`src/rtl/program_loader.sv`:
```
// Program memory writer: loads a length/payload/XOR-checksum byte stream
// into 32-bit words and holds the core in reset until a good load completes.
// Ports: clk, reset_i (sync, active-high), start_i, byte_valid_i/byte_data_i/
//   byte_ready_o (stream handshake), pm_write_enable_o/pm_address_o/
//   pm_write_data_o (memory write), core_reset_o, done_o, error_o (status).
module program_loader #(
  parameter int ADDR_WIDTH = 8,
  parameter int MAX_WORDS  = 64
) (
  input  logic                  clk,
  input  logic                  reset_i,
  input  logic                  start_i,
  input  logic                  byte_valid_i,
  input  logic [7:0]            byte_data_i,
  output logic                  byte_ready_o,
  output logic                  pm_write_enable_o,
  output logic [ADDR_WIDTH-1:0] pm_address_o,
  output logic [31:0]           pm_write_data_o,
  output logic                  core_reset_o,
  output logic                  done_o,
  output logic                  error_o
);

  localparam int WW = (MAX_WORDS > 1) ? $clog2(MAX_WORDS) : 1;

  typedef enum logic [2:0] {
    IDLE,
    LENGTH,
    PAYLOAD,
    CHECKSUM,
    DONE,
    ERROR
  } state_t;

  state_t        state;
  state_t        state_n;
  logic [WW-1:0] word_idx;
  logic [WW-1:0] last_word;
  logic [1:0]    byte_idx;
  logic [7:0]    csum;
  logic [31:0]   word_buf;
  logic          accept;
  logic          len_bad;
  logic          last;

  assign accept  = byte_valid_i & byte_ready_o;
  assign len_bad = (byte_data_i == 8'd0) ||
                   ({24'd0, byte_data_i} > MAX_WORDS);
  assign last    = (byte_idx == 2'd3) && (word_idx == last_word);

  always_comb begin
    state_n = state;
    unique case (state)
      IDLE, DONE, ERROR: begin
        if (start_i) state_n = LENGTH;
      end
      LENGTH: begin
        if (accept) state_n = len_bad ? ERROR : PAYLOAD;
      end
      PAYLOAD: begin
        if (accept && last) state_n = CHECKSUM;
      end
      CHECKSUM: begin
        if (accept)
          state_n = (byte_data_i == csum) ? DONE : ERROR;
      end
      default: state_n = IDLE;
    endcase
  end

  always_ff @(posedge clk) begin
    if (reset_i) begin
      state             <= IDLE;
      word_idx          <= '0;
      last_word         <= '0;
      byte_idx          <= '0;
      csum              <= '0;
      word_buf          <= '0;
      byte_ready_o      <= 1'b0;
      pm_write_enable_o <= 1'b0;
      pm_address_o      <= '0;
      pm_write_data_o   <= '0;
      core_reset_o      <= 1'b1;
      done_o            <= 1'b0;
      error_o           <= 1'b0;
    end else begin
      state             <= state_n;
      pm_write_enable_o <= 1'b0;
      // Status flags follow the next state so they flip on the same edge.
      byte_ready_o <= (state_n == LENGTH) ||
                      (state_n == PAYLOAD) ||
                      (state_n == CHECKSUM);
      done_o       <= (state_n == DONE);
      error_o      <= (state_n == ERROR);
      core_reset_o <= (state_n != DONE);

      if (state == IDLE || state == DONE || state == ERROR) begin
        word_idx <= '0;
        byte_idx <= '0;
        csum     <= '0;
      end

      if (state == LENGTH && accept && !len_bad)
        last_word <= WW'(byte_data_i - 8'd1);

      if (state == PAYLOAD && accept) begin
        csum     <= csum ^ byte_data_i;
        byte_idx <= byte_idx + 2'd1;
        word_buf[{byte_idx, 3'b000} +: 8] <= byte_data_i;
        if (byte_idx == 2'd3) begin
          pm_write_enable_o <= 1'b1;
          pm_address_o      <= ADDR_WIDTH'({word_idx, 2'b00});
          pm_write_data_o   <= {byte_data_i, word_buf[23:0]};
          // Index stays on the last word so it never passes MAX_WORDS-1.
          if (!last) word_idx <= word_idx + 1'b1;
        end
      end
    end
  end

endmodule

```
`config.mk`:
```
export PLATFORM = sky130hd
export DESIGN_NAME = program_loader
export DESIGN_NICKNAME = d
export VERILOG_FILES = /design/src/rtl/program_loader.sv
export SDC_FILE = /design/constraint.sdc
export NUM_CORES = 1
export LEC_CHECK = 0
export CAP_MARGIN = 10
export CORE_MARGIN = 2
export CORE_UTILIZATION = 40
export CTS_BUF_LIST = sky130_fd_sc_hd__clkbuf_16
export DETAILED_ROUTE_END_ITERATION = 10
export DONT_BUFFER_PORTS = 1
export HOLD_SLACK_MARGIN = 0.06
export SYNTH_ARGS = -nofsm -noshare
export SYNTH_HDL_FRONTEND = slang
export SYNTH_SLANG_ARGS = --single-unit
```
`constraint.sdc`:
```
create_clock -name clk -period 2.1 [get_ports clk]
set_clock_uncertainty 0.1 [all_clocks]
set_input_delay 0.42 -clock clk [delete_from_list [all_inputs] [get_ports clk]]
set_output_delay 0.42 -clock clk [all_outputs]
set_load 0.01 [all_outputs]
```
---- After elaboration in Yosys (flattened, before gate mapping) ----
Index checks and enable logic that the tools add are counted.
storage, ports and cells
  bits in registers ....................... 100
  bits of input ports ..................... 12
  output and inout bits ................... 45
  logic and storage cells ................. 71
operators by class
  add/sub/neg operators ................... 4
  order comparisons ....................... 1
  equal/unequal tests ..................... 14
  shift operators ......................... 2
  muxes and demuxes ....................... 17
  bitwise gates (word level) .............. 3
  reduce and logical (&&, ||, !) cells .... 17
operators by type and width
  operator                                                                 count
  32-bit bitwise mux                                                       1
  8-bit by 7-bit variable shift with 32-bit output (first input constant)  1
  8-bit by 7-bit indexed part select with 32-bit output                    1
  6-bit 2-to-1 mux                                                         4
  8-bit 2-to-1 mux                                                         2
  3-bit 2-to-1 mux                                                         5
  3-bit by 2-bit == test with 1-bit output (second input constant)         4
  3-bit == test (second input constant)                                    4
  3-bit case mux with 4 select lines                                       1
  8-bit == test                                                            1
  8-bit by 7-bit > comparator with 1-bit output (second input constant)    1
  8-bit zero test                                                          1
  8-bit XOR                                                                1
  5-bit negator with 7-bit output                                          1
  6-bit by 1-bit adder with 6-bit output (second input constant)           1
  3-bit by 1-bit == test with 1-bit output (second input constant)         2
  6-bit == test                                                            1
  6-bit by 1-bit subtractor with 6-bit output (second input constant)      1
  1-bit logical AND                                                        5
  1-bit logical OR                                                         5
  2-bit 2-to-1 mux                                                         2
  3-bit zero test                                                          1
  3-bit inequality test (second input constant)                            1
  3-bit OR reduction                                                       1
  other kinds (9)                                                          10

---- Depth between registers and ports, before layout ----
Gate-level depths: netlist of run 1.
  depth after elaboration ................. 8
  mapped depth ............................ 8
  gate-level depth less buffers ........... 7

---- Least setup slack after synthesis of run 1 ----
No wires, ideal clock.
  kind .................................... input port to flip-flop
  start ................................... in byte_data_i[0]
  end ..................................... reg byte_ready_o
  setup time .............................. 79 ps
  arrival ................................. 1894 ps
  data required time ...................... 1921 ps
  slack ................................... 27 ps
  stages .................................. 8
  path buffers ............................ 1
  path through ............................ clkbuf_1 inv_1 ha_1 inv_1 nor4b_2 or3b_4 and4bb_4 a211oi_2
on the way
  cells in the longest elaborated chain, start to end .. 8
  elaborated cells between the ends (all ways) .. 14
  classes of those cells .................. 1 x order compare; 4 x eq/ne; 5 x mux; 4 x reduce/logical
RTL lines
  item                                                                                                         RTL line  source
  start: declaration                                                                                           14        input logic [7:0] byte_data_i,
  8-bit by 7-bit > comparator with 1-bit output / 8-bit zero test (equally long branches)                      48, 47
  1-bit logical OR                                                                                             47        assign len_bad = (byte_data_i == 8'd0) ||
  3-bit 2-to-1 mux (2 in series)                                                                               58        if (accept) state_n = len_bad ? ERROR : PAYLOAD;
  3-bit case mux with 4 select lines *                                                                         53        unique case (state)
  3-bit by 1-bit == test with 1-bit output / 3-bit by 2-bit == test with 1-bit output (equally long branches)  90, 91
  1-bit logical OR                                                                                             90        byte_ready_o <= (state_n == LENGTH) ||
  1-bit logical OR *                                                                                           91        (state_n == PAYLOAD) ||
  end signal: assignment                                                                                       90
  end: declaration                                                                                             15        output logic byte_ready_o,
Every way passes the cells marked *; elsewhere a longest branch is shown, timed or not.
A chain may end at the register's enable or synchronous reset.

---- Worst setup path after layout of run 1 ----
  start ................................... reg byte_idx[1]
  end ..................................... reg pm_write_enable_o
on the way
  cells in the longest elaborated chain, start to end .. 2
RTL lines
  item                      RTL line  source
  start: declaration        39        logic [1:0] byte_idx;
  start signal: assignment  108       byte_idx <= byte_idx + 2'd1;
  2-bit == test             110       if (byte_idx == 2'd3) begin
  1-bit 2-to-1 mux          110
  end signal: assignment    80        pm_write_enable_o <= 1'b0;
  end signal: assignment    88        pm_write_enable_o <= 1'b0;
  end signal: assignment    111       pm_write_enable_o <= 1'b1;
  end: declaration          16        output logic pm_write_enable_o,
No other way between the ends.

==> results.md, run 1 <==
- Hold Worst Slack: 0.0368 ns
- Ports: 57
- Achievable Freq: 506 MHz
- Synth area leaders: dfxtp_1 47%, nand2_1 11%, a21oi_1 9.8%
- Critical path required time: 2.23 ns
- # diodes: 0
- Cells after synthesis: 484
- Maximum vdd drop: 344 uV
- Largest net degree at the start of global routing: 90
- Pwr Density: 796 nW/um2
- Commonest non-fill, non-tap cell in the layout: nand2_1
- Synth Register Bits: 92
- Finished Layout Cells: 613
- Dpl cells: 595
- Worst-Skew Late Latency: 0.34 ns
- Initial antenna violation count: 0
- Tightest Pin Transition: 0.623 ns
- Yosys cell types: 44
- Yosys warns: 0
- Reg clk slew, reported paths: 0.06 ns
- Crit share post-route: 94.1%
- Starting Density: 40.6%
- CTS tree: built
- Commonest cells after routing, fill and taps aside: 114 x nand2_1, 90 x dfxtp_1, 77 x a21oi_1
- Cell area after placement: 4010 um2
- Setup violations, final: 0
- Vias in the first global route: 2,940
- Antenna viol nets, final: 0
- First-pass GRT wire length: 14,600 um
- Syn_area_per_cell: 8.08 um2
- TritonRoute pass-1 iters: 4
- Setup_tns: 0 ns
- Critical path launch point type: register
- Rel. slew slack: 58.3%
- CP endpoint kind: register
- Seq/Total Area, Yosys: 47.1%
- Critical path data arrival time: 2.10 ns
- WS Path Type: reg2reg
- Share of cells above drive strength 1: 7.50%
- Slack of the critical path: 0.124 ns
- Final Util: 44.8%
- Largest area contributor in the synthesized netlist: dfxtp_1
- Die width: 103 um
- Nets: 495
- Area share of the largest cell type after synthesis: 47.1%
- Final Hold Fails: 0
- Die Y: 103 um
- Fin. max-slew vios: 0
- Core area: 9640 um2
- Pwr Total: 3.44 mW
- HP Class: in2reg
- Pre-CTS setup slack: 0.211 ns
- GPL Wtd Cong: 0.844
- CTS root buf: clkbuf_16
- Gr usage total: 18.0%
- Design Area, Final: 4320 um2
- Pleak: 1.50 nW
- Clk buf depth: 2
- Cts bufs inserted: 9
- H-tree depth: 3
- Wire per inst: 14.8 um
- CTS sink cnt: 92
- DRT iter0 DRCs: 116
- Vias post-DR: 3,093
- Post-DP HPWL: 6220 um
- Status: finished, final reports clean
- Mean number of vias per cell: 5.05
- Die ar.: 10,600 um2
- RSZ-0062 raised after global routing: false
- Rows: 36
- R2r setup slk: 0.12 ns
- Drc violations: 0
- P&R area growth vs syn: 10.5%
- DRT Wirelength: 9090 um
- Max-Cap Viols: 0
- Critical Path Fanout Max: 22
- GRT overflow: 0
- Minimum clock period: 1.98 ns
- Synthesized area: 3910 um2
- Port bufs: 0
- CTS Hold Bufs: 2
worst paths after layout:
kind,cells after the start,endpoint,from
hold reg to reg,2,pm_write_data_o[0]$_SDFFE_PP0P_,word_buf[0]$_SDFFE_PP0P_
hold / removal,1,byte_ready_o$_SDFF_PP0_,reset_i
setup reg to reg,6,pm_write_enable_o$_SDFF_PP0_,byte_idx[1]$_SDFFE_PP0P_
setup / recovery,6,pm_write_enable_o$_SDFF_PP0_,byte_idx[1]$_SDFFE_PP0P_
critical path: stages, from the launching register on:
cell           delay, ns
dfxtp_1             0.34
ha_1                0.20
and4bb_1            0.21
nand2_1             0.13
buf_4               0.27
nor2_1              0.06
dlygate4sd3_1       0.55
state kept, by name, summed over array words and instances, names as in the netlist:
name / count
byte_idx: 2
byte_ready_o: 1
core_reset_o: 1
csum: 8
done_o: 1
error_o: 1
last_word: 6
pm_address_o: 6
pm_write_data_o: 32
pm_write_enable_o: 1
state: 3
word_buf: 24
word_idx: 6
report_power, final:
group          internal, mW  switching, mW  leakage [nW]
combinational        0.0473         0.0600         0.617
sequential             1.75         0.0119         0.742
clock                 0.907          0.659         0.145
total                  2.71          0.731          1.50
routing by layer:
layer,part of all wire [%],track usage [%],vias to the layer above
li1,-,-,1594
met3,5.4,5.22,4
met2,45,26.7,59
met1,49,24.8,1436
met4,0.72,6.58,0
met5,0,0,-
cells by family after synthesis:
| logic type | count (synthesis) | synth area share [%] |
|---|---|---|
| compound gates | 98 | 13.6 |
| xor+xnor | 18 | 4.03 |
| fa+ha+maj | 8 | 2.56 |
| buf+inv | 41 | 4.67 |
| flops | 92 | 47.1 |
| mux | 5 | 1.28 |
| other cells | 1 | 0.0958 |
| simple gates | 221 | 26.7 |
final cells by class:
type	instances	area, um2
Sequential cell	92	1840
Inverter	6	22.5
Timing Repair Buffer	14	110
Multi-Input combinational cell	352	1890
Clock buffer	9	225
Fill cell	997	5320
Clock inverter	7	61.3
Tap cell	133	166
what timing repair did:
action,in CTS,in global routing
endpoints found under the hold margin,88,78
setup buffers,0,0
setup endpoints to repair,0,1
gates resized for setup,0,2
cell usage after synthesis (all sizes together):
| cell | instances |
|---|---|
| or3 | 7 |
| mux2i | 5 |
| a31oi | 6 |
| ha | 8 |
| nor4b | 1 |
| dfxtp | 92 |
| or3b | 1 |
| nand4 | 1 |
| nor3 | 3 |
| xnor2 | 2 |
| and2 | 8 |
| nand3 | 36 |
| nor4 | 2 |
| nand2b | 2 |
| a21o | 1 |
| a31o | 1 |
| nand3b | 8 |
| buf | 16 |
| xor2 | 16 |
| a211oi | 3 |
| or2 | 3 |
| nor3b | 3 |
| and4bb | 2 |
| nor2 | 26 |
| nand2 | 114 |
| and2b | 1 |
| o21ai | 10 |
| a21oi | 77 |
| inv | 6 |
| nor2b | 3 |
| conb | 1 |
| clkbuf | 19 |
Power figures use the tool's default switching activity.
==> inputs of run 2 (changes only) <==
REMOVE_ABC_BUFFERS = 1   (was unset)
TNS_END_PERCENT = 30   (was unset)
==> results.md, run 2 (same netlist as run 1, synthesis figures left out) <==
- Status: finished, final reports clean
- Mean number of vias per cell: 5.15
- Minimum clock period: 2.03 ns
- Crit share post-route: 96.7%
- Core area: 9640 um2
- GPL Wtd Cong: 0.833
- H-tree depth: 3
- Cell area after placement: 4000 um2
- Maximum vdd drop: 399 uV
- Die Y: 103 um
- TritonRoute pass-1 iters: 5
- Int Power: 2.74 mW
- DRT iter0 DRCs: 105
- Wire per inst: 14.8 um
- Ports: 57
- Filler Cell Count: 972
- WS Path Type: reg2reg
- Pleak: 1.64 nW
- Final Util: 47.5%
- Cts bufs inserted: 9
- Critical path launch point type: register
- Die width: 103 um
- Largest register FFs: 32
- Biggest registers after layout: pm_write_data_o x32, word_buf x24, csum x8
- Rows: 36
- Sw frac: 22.5%
- Die ar.: 10,600 um2
- Fin. max-slew vios: 0
- Critical path data arrival time: 2.22 ns
- Pwr Density: 773 nW/um2
- Final Hold Fails: 0
- Worst-Skew Late Latency: 0.34 ns
- # diodes: 0
- CP endpoint kind: register
- Rel. slew slack: 57.9%
- Design Area, Final: 4580 um2
- Drc violations: 0
- Tightest Pin Transition: 0.629 ns
- Finished Layout Cells: 628
- Nets: 510
- Clk network pwr share: 46.3%
- Critical Path Fanout Max: 10
- CTS tree: built
- Dpl cells: 592
- Largest net degree at the start of global routing: 90
- Antenna viol nets, final: 0
- Starting Density: 40.6%
- Achievable Freq: 493 MHz
- Max-Cap Viols: 0
- Post-DP HPWL: 5580 um
- HP Class: in2reg
- Port bufs: 0
- Commonest non-fill, non-tap cell in the layout: nand2_1
- Clk buf depth: 2
- Critical path required time: 2.28 ns
- Gr usage total: 16.8%
- DRT Wirelength: 9320 um
- Combinational share of power: 3.8%
- Sequential share of power: 49.9%
- CTS root buf: clkbuf_16
- Reg clk slew, reported paths: 0.07 ns
- First-pass GRT wire length: 14,000 um
- CTS sink cnt: 92
- Pwr Total: 3.54 mW
- Setup_tns: 0 ns
- Vias post-DR: 3,235
- Switching pwr: 0.797 mW
- GRT overflow: 0
- Initial antenna violation count: 0
- Setup violations, final: 0
- Share of cells above drive strength 1: 8.48%
- P&R area growth vs syn: 16.9%
- Commonest cells after routing, fill and taps aside: 113 x nand2_1, 89 x dfxtp_1, 77 x a21oi_1
- Largest reg by FF count: pm_write_data_o
- Vias in the first global route: 2,924
## run 2: changes by cell type in the layout (fill, tap and decap cells not counted), sizes merged
cell         change
inv              +1
dlygate4sd3     +14
clkinvlp         -2
clkbuf           +2
buf              -1
clkinv           +1
## run 2: critical path, cell delays in order (launching register included)
cell	delay (ns)
dfxtp_1	0.34
ha_1	0.18
and4bb_1	0.24
and2_4	0.21
buf_12	0.15
nand2_1	0.06
a21oi_1	0.13
dlygate4sd3_1	0.57
## run 2: path summary, 6_finish.rpt
kind / start / endpoint / slack, ns / depth (start not counted)
worst min-delay path: reset_i / pm_write_data_o[13]$_SDFFE_PP0P_ / 0.04 / 1
worst max-delay path: byte_idx[0]$_SDFFE_PP0P_ / pm_write_data_o[21]$_SDFFE_PP0P_ / 0.07 / 7
worst min register to register: word_buf[13]$_SDFFE_PP0P_ / pm_write_data_o[13]$_SDFFE_PP0P_ / 0.35 / 2
worst max register to register: byte_idx[0]$_SDFFE_PP0P_ / pm_write_data_o[21]$_SDFFE_PP0P_ / 0.07 / 7
## run 2: layout make-up
type                            count  area (um2)  area share [%]
Timing Repair Buffer               29         342            7.47
Inverter                            6        22.5           0.492
Clock inverter                      7        75.1            1.64
Clock buffer                        9         225            4.92
Tap cell                          133         166            3.64
Multi-Input combinational cell    352        1900            41.5
Sequential cell                    92        1850            40.3
## run 2: metal layers
metal / up-vias / GRT usage [%] / routed length (um)
li1: 1625 / - / -
met1: 1522 / 22.3 / 4340
met2: 79 / 25.9 / 4380
met3: 9 / 3.93 / 470
met4: 0 / 7.59 / 127
met5: - / 0 / 0
## run 2: power by group through the flow
stage	clock [mW]	combinational, mW	sequential (mW)
after CTS	1.68	0.102	1.77
after global placement	0	0.0991	1.81
after detailed placement	0	0.101	1.81
after floorplan	0	0.0820	1.80
after global routing	1.75	0.147	1.77
final	1.64	0.134	1.77
## run 2: per-stage QoR
step,setup WS [ns],hold WS (ns)
after floorplan,-0.288,0.326
after CTS,0.0169,0.0362
after global placement,0.200,0.335
after detailed placement,0.190,0.339
after global routing,-0.00912,0.0610
final,0.0696,0.0405
## run 2: timing repair
action / in CTS / in global routing
endpoints found under the hold margin: 89 / 70
hold buffers: 16 / 2
gates resized for setup: 0 / 11
setup buffers: 0 / 1
endpoints found under the setup margin: 0 / 15
==> inputs of run 3 (changes only) <==
PLACE_DENSITY_LB_ADDON = 0.25   (was unset)
clock period = 2 ns   (was 2.1 ns; I/O delays follow)
==> results.md, run 3 (same netlist as run 1, synthesis figures left out) <==
- CTS sink cnt: 92
- Slack of the critical path: 0.0997 ns
- CP cell instances: ha_1, and4bb_1, nand2_1, buf_6, nor2_1, dlygate4sd3_1
- Filler Cell Count: 995
- Status: finished, final reports clean
- Crit share post-route: 95.0%
- Critical path required time: 2.12 ns
- Ports: 57
- CTS tree: built
- Setup_tns: 0 ns
- Commonest non-fill, non-tap cell in the layout: nand2_1
- Die width: 103 um
- Share of cells above drive strength 1: 7.32%
- Core area: 9640 um2
- # diodes: 0
- Tightest Pin Transition: 0.499 ns
- CTS Hold Bufs: 1
- Achievable Freq: 526 MHz
- Clk buf depth: 2
- Reg clk slew, reported paths: 0.06 ns
- Nets: 493
- Post-CTS setup buffer count: 0
- Gr usage total: 17.1%
- Minimum clock period: 1.90 ns
- Crit path max-delay family: buffers and inverters
- Critical path launch point type: register
- Port bufs: 0
- Drc violations: 0
- Pleak: 1.50 nW
- TritonRoute pass-1 iters: 4
- Initial antenna violation count: 0
- DRT iter0 DRCs: 64
- Rows: 36
- Antenna viol nets, final: 0
- CTS root buf: clkbuf_16
- Critical Path Fanout Max: 20
- Worst path bufs/invs: 2
- Starting Density: 40.6%
- HP Class: in2reg
- CP endpoint kind: register
- Largest reg by FF count: pm_write_data_o
- Setup violations, final: 0
- Largest register FFs: 32
- Register area: 1840 um2
- Pwr Density: 847 nW/um2
- Mean number of vias per cell: 5.06
- Multi-input logic area: 1890 um2
- Pre-CTS setup slack: 0.141 ns
- Commonest cells after routing, fill and taps aside: 114 x nand2_1, 92 x dfxtp_1, 77 x a21oi_1
- H-tree depth: 3
- First-pass GRT wire length: 14,100 um
- Wire per inst: 13.9 um
- RSZ-0062 raised after global routing: false
- Fin. max-slew vios: 0
- Critical path data arrival time: 2.02 ns
- Biggest registers after layout: pm_write_data_o x32, word_buf x24, csum x8
- Max incr delay on CP: 0.55 ns
- Cts bufs inserted: 9
- Vias in the first global route: 2,913
- P&R area growth vs syn: 10.7%
- Rel. slew slack: 66.7%
- DRT Wirelength: 8500 um
- Worst-Skew Late Latency: 0.34 ns
- Post-DP HPWL: 5690 um
- WS Path Type: reg2reg
- Vias post-DR: 3,089
- Die ar.: 10,600 um2
- Max-Cap Viols: 0
- Die Y: 103 um
- Final Hold Fails: 0
- GRT overflow: 0
- Largest net degree at the start of global routing: 90
- Slowest CP cell: dlygate4sd3_1
- GPL Wtd Cong: 0.815
- Maximum vdd drop: 395 uV
-- run 3: cell count changes in the layout (fill, tap and decap cells not counted), moves of 2 or more --
| cell | previous run | this run |
|---|---|---|
| clkbuf_16 | 11 | 9 |
| dfxtp_2 | 3 | 0 |
| buf_4 | 7 | 9 |
| dfxtp_1 | 89 | 92 |
| dlygate4sd3_1 | 16 | 1 |
-- run 3: worst paths after layout --
kind | start | end | slack, ns | cells past startpoint
min | reset_i | pm_write_data_o[21]$_SDFFE_PP0P_ | 0.03 | 1
max | byte_idx[1]$_SDFFE_PP0P_ | pm_write_enable_o$_SDFF_PP0_ | 0.1 | 6
max reg2reg | byte_idx[1]$_SDFFE_PP0P_ | pm_write_enable_o$_SDFF_PP0_ | 0.1 | 6
min reg2reg | word_buf[8]$_SDFFE_PP0P_ | pm_write_data_o[8]$_SDFFE_PP0P_ | 0.34 | 2
-- run 3: metrics by stage --
stage               power (mW)  instance area [um2]  std cells  hold slack [ns]  util (%)
global placement          2.00                 4020        594            0.336      41.7
CTS                       3.73                 4330        611           0.0134      44.9
finish                    3.67                 4330        611           0.0318      45.0
detailed placement        2.01                 4020        594            0.340      41.7
floorplan                 1.98                 3760        450            0.326         -
global route              3.81                 4330        611          0.00731      45.0
-- run 3: per-layer routing --
metal,vias to the layer above,share of wire (%),track usage [%]
li1,1595,-,-
met1,1427,47,21.7
met2,60,48,28.1
met3,7,4.4,4.95
met4,0,0.94,5.06
met5,-,0,0
-- run 3: worst register-to-register path, delay by kind of cell, from the launching register on --
family / cells / cell delay [ns]
buffers and inverters: 2 / 0.76
and+or+nand+nor: 3 / 0.40
DFF: 1 / 0.34
adders and majority gates: 1 / 0.20
-- run 3: area by class of cell --
class	count	share of cell area, %
Multi-Input combinational cell	352	43.7
Sequential cell	92	42.5
Clock buffer	9	5.20
Tap cell	133	3.84
Timing Repair Buffer	12	2.51
Clock inverter	7	1.73
Inverter	6	0.520
-- run 3: repair_timing --
action	CTS	global route
hold endpoints to repair	90	88
resized for setup	0	2
endpoints found under the setup margin	0	3
-- run 3: power breakdown --
part	switching, mW	internal (mW)	leakage, nW
clock network	0.727	0.978	0.147
registers	0.0130	1.84	0.741
logic	0.0615	0.0495	0.610
